**config.mk**
```make
export PLATFORM = sky130hd
export DESIGN_NAME = streambuf_in
export DESIGN_NICKNAME = d
export VERILOG_FILES = /design/src/rtl/streambuf_in.sv
export SDC_FILE = /design/constraint.sdc
export NUM_CORES = 1
export LEC_CHECK = 0
export ABC_AREA = 1
export BUFFER_PORTS_ARGS = -buffer_cell sky130_fd_sc_hd__buf_2
export CORE_UTILIZATION = 62
export DETAILED_ROUTE_END_ITERATION = 10
export MAX_ROUTING_LAYER = met4
export PLACE_DENSITY = 0.86
export SKIP_CTS_REPAIR_TIMING = 1
export SYNTH_ARGS = -nofsm -noshare
export SYNTH_HDL_FRONTEND = slang
export SYNTH_SLANG_ARGS = --single-unit
```
**constraint.sdc**
```tcl
create_clock -name clk -period 3.5 [get_ports clk]
set_input_delay 0.7 -clock clk [delete_from_list [all_inputs] [get_ports clk]]
set_output_delay 0.7 -clock clk [all_outputs]
set_load 0.05 [all_outputs]
```
**src/rtl/streambuf_in.sv**
```systemverilog
// Ping-pong input stream buffer: fills one bank from a valid/ready stream while the decoder reads the other.
// Optional framing check on in_last/frame_err is enabled by defining STREAMBUF_IN_LASTCHK_EN.
module streambuf_in #(
  parameter int DATA_WIDTH = 4,
  parameter int ADDR_WIDTH = 2
) (
  input  logic                  clk,
  input  logic                  rst,
  input  logic                  in_valid,
  output logic                  in_ready,
  input  logic [DATA_WIDTH-1:0] in_data,
`ifdef STREAMBUF_IN_LASTCHK_EN
  input  logic                  in_last,
  output logic                  frame_err,
`endif
  output logic                  blk_valid,
  input  logic                  blk_done,
  input  logic [ADDR_WIDTH-1:0] rd_addr,
  output logic [DATA_WIDTH-1:0] rd_data
);

  localparam int DEPTH = 1 << ADDR_WIDTH;
  localparam logic [ADDR_WIDTH-1:0] LAST_ADDR = ADDR_WIDTH'(DEPTH - 1);

  logic [DATA_WIDTH-1:0] mem [2][DEPTH];

  logic [1:0]            full, full_nxt;
  logic                  wbank, wbank_nxt;
  logic                  rbank, rbank_nxt;
  logic [ADDR_WIDTH-1:0] waddr, waddr_nxt;
  logic                  accept;
  logic                  blk_last;
  logic                  release_blk;

  assign in_ready    = !rst && !full[wbank];
  assign blk_valid   = full[rbank];
  assign accept      = in_valid && in_ready;
  assign blk_last    = (waddr == LAST_ADDR);
  assign release_blk = blk_done && full[rbank];

  // Completion and release always touch different banks, since the write bank is never full.
  always_comb begin
    full_nxt  = full;
    wbank_nxt = wbank;
    rbank_nxt = rbank;
    waddr_nxt = waddr;
    if (accept) begin
      if (blk_last) begin
        waddr_nxt       = '0;
        full_nxt[wbank] = 1'b1;
        wbank_nxt       = ~wbank;
      end else begin
        waddr_nxt = waddr + 1'b1;
      end
    end
    if (release_blk) begin
      full_nxt[rbank] = 1'b0;
      rbank_nxt       = ~rbank;
    end
  end

  always_ff @(posedge clk or posedge rst) begin
    if (rst) begin
      full    <= '0;
      wbank   <= 1'b0;
      rbank   <= 1'b0;
      waddr   <= '0;
      rd_data <= '0;
    end else begin
      full    <= full_nxt;
      wbank   <= wbank_nxt;
      rbank   <= rbank_nxt;
      waddr   <= waddr_nxt;
      rd_data <= mem[rbank][rd_addr];
    end
  end

  // Storage carries no reset; partial blocks are simply abandoned.
  always_ff @(posedge clk) begin
    if (accept) begin
      mem[wbank][waddr] <= in_data;
    end
  end

`ifdef STREAMBUF_IN_LASTCHK_EN
  always_ff @(posedge clk or posedge rst) begin
    if (rst) begin
      frame_err <= 1'b0;
    end else if (accept && (in_last != blk_last)) begin
      frame_err <= 1'b1;
    end
  end
`endif

endmodule

```
# Word-level counts from Yosys, hierarchy flattened
# Memories as Yosys holds them, arrays and structs flattened.
# Cells that the tools add are included.
op_classes:
  add_sub_neg: 1
  n_lt_le_gt_ge: 7
  n_eq_ne: 1
  mux: 19
  bitwise: 7
  reduce_logical: 9
ops:
  columns: ["op", "count"]
  rows:
  - ["2-to-1 mux 16 bit", 1]
  - ["2-to-1 mux 4 bit", 3]
  - ["binary-select mux 4 bit (select 2 bit)", 1]
  - ["demux 4 bit (select 2 bit)", 1]
  - ["2-to-1 mux 2 bit", 4]
  - ["2-to-1 mux 1 bit", 7]
  - [">= comparator 3 bit, second input constant", 2]
  - ["logical AND 1 bit", 6]
  - ["inverter 2 -> 3 bit", 2]
  - ["< comparator 1 x 2 -> 1 bit, second input constant", 2]
  - ["< comparator 3 x 1 -> 1 bit, second input constant", 1]
  - ["adder 2 x 1 -> 2 bit, second input constant", 1]
  - ["bitwise AND 2 bit", 1]
  - ["demux 1 bit (select 1 bit)", 2]
  - ["== test 2 bit, second input constant", 1]
  - [">= comparator 1 bit, second input constant", 2]
  - ["zero test 1 bit", 2]
  - ["inverter 1 bit", 2]
  - ["inverter 2 bit", 1]
  - ["bitwise OR 2 bit", 1]
  - ["AND reduction 2 bit", 1]
totals:
  ff_bits: 10
  ramBits: 32
  in_bits: 10
  output_inout_bits: 6
  word_cells: 50
  n_memories: 1
mem_list:
  columns: ["name", "depth", "width", "read_ports", "rd_ports_with_merged_regs", "write_ports", "line_no", "rtl"]
  rows:
  - ["mem", 2, 16, 1, 0, 1, "25", "logic [DATA_WIDTH-1:0] mem [2][DEPTH];"]

# Logic depth before layout (Yosys ltp)
logic_depth:
  depth_word: 9
  ltp_mapped: 8
  depth_no_buf: 7

# Least setup slack after synthesis
# No wires, ideal clock.
synth_timing:
  path_kind: "input to register"
  start: "input rst"
  end: "memory mem[0][10] (netlist bit), enable pin"
  setup_ps: 333
  arrival_time_ps: 1716
  required_time_ps: 3167
  slack_ps: 1451
  stages: 5
  n_path_buf: 0
  cell_sequence: "inv_1 -> nand2_4 -> nor2_8 -> nand2_4 -> nor3_2"
synth_between:
  elab_chain_len: 5
synth_rtl:
  columns: ["item", "line_no", "rtl"]
  rows:
  - ["from (decl)", "8", "input logic rst,"]
  - ["zero test 1 bit (no source line)", null, null]
  - ["logical AND 1 bit", "35", "assign in_ready = !rst && !full[wbank];"]
  - ["via in_ready", "10", "output logic in_ready,"]
  - ["logical AND 1 bit", "37", "assign accept = in_valid && in_ready;"]
  - ["2-to-1 mux 1 bit", "80", "if (accept) begin"]
  - ["2-to-1 mux 16 bit (implied by the code)", "81", "mem[wbank][waddr] <= in_data;"]
  - ["to (decl)", "25", null]
# The timed path passes the listed nets, and every way through them passes these cells.

# Final worst setup path
layout_timing:
  start: "register rbank"
  end: "output blk_valid"
layout_between:
  elab_chain_len: 2
layout_rtl:
  columns: ["item", "line_no", "rtl"]
  rows:
  - ["from (decl)", "29", "logic rbank, rbank_nxt;"]
  - ["from (signal assigned)", "72", "rbank <= rbank_nxt;"]
  - ["2-to-1 mux 1 bit (implied by the code) (2 in series)", "36", "assign blk_valid = full[rbank];"]
  - ["to (decl)", "16", "output logic blk_valid,"]
# Every way passes these cells. The select of a mux whose other input is x is not followed.

==> flow_summary.json <==
{
  "outcome": "complete, but fails checks",
  "violations": "DRC",
  "synth_edf_count": 32,
  "ys.flop_type": "edfxtp_1",
  "synth_common_cells": "nand2_1, edfxtp_1, nor2_1, inv_1, o21ai_1",
  "sequentialPowerShare": 0.456,
  "avgRoutedWirePerCell_um": 15.1,
  "grt_setup_unrepaired": "no",
  "coreArea_mm2": 0.00283,
  "cts_root_buf": "clkbuf_4",
  "final.fill_count": 198,
  "crit_type": "reg -> out",
  "numCtsBuffers": 5,
  "powerDensity_mw_per_mm2": 743,
  "dpl.hpwl_um": 2390,
  "pwr-share-comb": 0.295,
  "pre_cts_ws_ns": 1.08,
  "clock_latency_ns": 0.35,
  "cp_slowest_cell": "dfrtp_1",
  "die_x_um": 57.1,
  "area_growth_pct": 9.03,
  "yosysWarnings": 0,
  "worst_ir_drop_vdd_mv": 0.472,
  "crit_required_ns": 2.80,
  "routed_via_density": 5.55,
  "htreeDepth": 2,
  "drv_cap": 0,
  "syn_area_mm2": 0.00188,
  "rows": 19,
  "slew_headroom": 0.602,
  "ys_top_cells_by_area": "edfxtp_1, dfrtp_1, nand2_1, nor2_1, nor3_2",
  "period_needed_ns": 2.40,
  "synth_top_area_frac": 0.510,
  "multi_input_area_um2": 557,
  "drive_gt1_frac": 0.215,
  "period_share": 0.687,
  "first_pass_iters": 7,
  "drtAntennaViolNets": 0,
  "drt_iter0_drc": 56,
  "synth-seq-cells": 42,
  "drt-total-wl_um": 3280,
  "synth_seq_area_share": 0.643,
  "tightestPinTransition_ns": 0.597,
  "worstPathCellList": "inv_4 > nand2_1 > nand2_1 > buf_2",
  "portBuffers": 15,
  "design_area_mm2": 0.00205,
  "cts.sinks": 42,
  "grt_pass1_vias": 1165,
  "synth_most_common_cell": "nand2_1",
  "cts_tree": "done",
  "dp.cells": 209,
  "hold_path_class": "in -> async",
  "grt_pass1_wl_um": 5500,
  "drv_slew": 0,
  "cp-start-kind": "flip-flop",
  "path_max_fanout": 18,
  "leakagePower_nw": 0.884,
  "grt_start_max_net_pins": 19,
  "swShare": 0.371,
  "dieArea_mm2": 0.00326,
  "syn_inst": 168,
  "postPlaceCellArea_mm2": 0.00195,
  "syn_nets": 182,
  "fin_setup_tns_ns": 0,
  "globalplace.congestion": 0.816,
  "pwr-share-clk": 0.249,
  "total_power_mw": 1.53,
  "fin_cells": 217,
  "seq_area_mm2": 0.00121,
  "drcViolationCount": 6,
  "fin_nets": 199,
  "grt_overflow": 0,
  "io_pins": 16,
  "fp.dieH_um": 57.1,
  "insertedDiodeCount": 0,
  "dr_total_vias": 1205,
  "fin_ws_ns": 1.10,
  "start_util": 0.666,
  "cp.arrival_ns": 1.70,
  "p_sw_mw": 0.566,
  "cpPeakStageDelay_ns": 0.74,
  "yosysTopAreaCell": "edfxtp_1",
  "max_freq_mhz": 416,
  "netlist-cell-type-count": 22,
  "worstSetupEndpointType": "output pin",
  "syn_avg_cell_area_um2": 11.2,
  "p_int_mw": 0.960,
  "setup_viol": 0,
  "crit_top_cell": "nand2_1",
  "clockBufferDepth": 2,
  "grt_usage": 0.246,
  "hold_viol_final": 0,
  "cts.reportedPaths.clkPinSlew_ns": 0.12,
  "skew_ns": 0.00393,
  "grt_antenna_before_repair": 0,
  "async_reset_ff_frac": 0.238
}
## cells by family after synthesis
logic type | after synthesis | synth area share
and+or+nand+nor | 80 | 0.213
DFF | 42 | 0.643
buffers and inverters | 22 | 0.0617
AOI/OAI and AO/OA | 20 | 0.0558
adders and majority gates | 4 | 0.0266
## area by class of cell
cell class,count,area share
Inverter,17,0.0323
Sequential cell,42,0.590
Tap cell,31,0.0189
Timing Repair Buffer,15,0.0365
Multi-Input combinational cell,104,0.271
Clock inverter,3,0.0335
Clock buffer,5,0.0183
## metrics by stage
| step | util | hold slack (ns) |
|---|---|---|
| 4_1_cts | 0.726 | 0.341 |
| 2_1_floorplan | - | 0.492 |
| 3_5_place_dp | 0.689 | 0.543 |
| 3_3_place_gp | 0.689 | 0.523 |
| 5_1_grt | 0.726 | 0.349 |
| 6_report | 0.726 | 0.335 |
## flip-flops by register name, indices dropped and copies added (netlist names)
name     cells
waddr        2
full         2
rbank        1
mem         32
wbank        1
rd_data      4
## power groups by stage
stage                     clock (mW)  sequential (mW)  combinational [mW]
after floorplan                    0            0.699               0.390
after global placement             0            0.702               0.434
after detailed placement           0            0.705               0.453
after CTS                      0.382            0.696               0.454
after global routing           0.399            0.709               0.503
final                          0.381            0.696               0.449
## cell usage in the layout (no fill, tap or decap), drive strengths merged
master / count
nand2: 45
edfxtp: 32
nor2: 25
inv: 17
o21ai: 17
buf: 15
dfrtp: 10
nor3: 6
clkbuf: 5
ha: 4
nand3: 4
a21oi: 2
bufinv: 2
o22ai: 1
clkinv: 1
## per-layer routing
layer,share of wire,GRT usage,wire length (um),vias to the layer above
met1,0.39,0.293,1280,557
met2,0.50,0.388,1650,52
met3,0.073,0.0612,241,13
li1,-,-,-,583
met4,0.033,0.129,107,0
met5,0,-,0,-
## final timing paths
check,start,endpoint,slack [ns],cells after the start
min in group clk,mem[1][12],rd_data[0],0.57,4
worst min-delay path,rst,waddr[1],0.33,2
worst max-delay path,rbank,blk_valid,1.10,4
worst max register to register,wbank,mem[0][13],1.79,4
worst min register to register,mem[1][12],rd_data[0],0.57,4
max in group asynchronous,rst,rd_data[2],2.85,2
## critical path, delay by kind of cell, from the launching register on
kind / cells / cell delay, ns
AND/OR/NAND/NOR: 2 / 0.20
buffers and inverters: 2 / 0.40
flip-flops: 1 / 0.74
No activity file was read; power rests on OpenSTA's default activity.
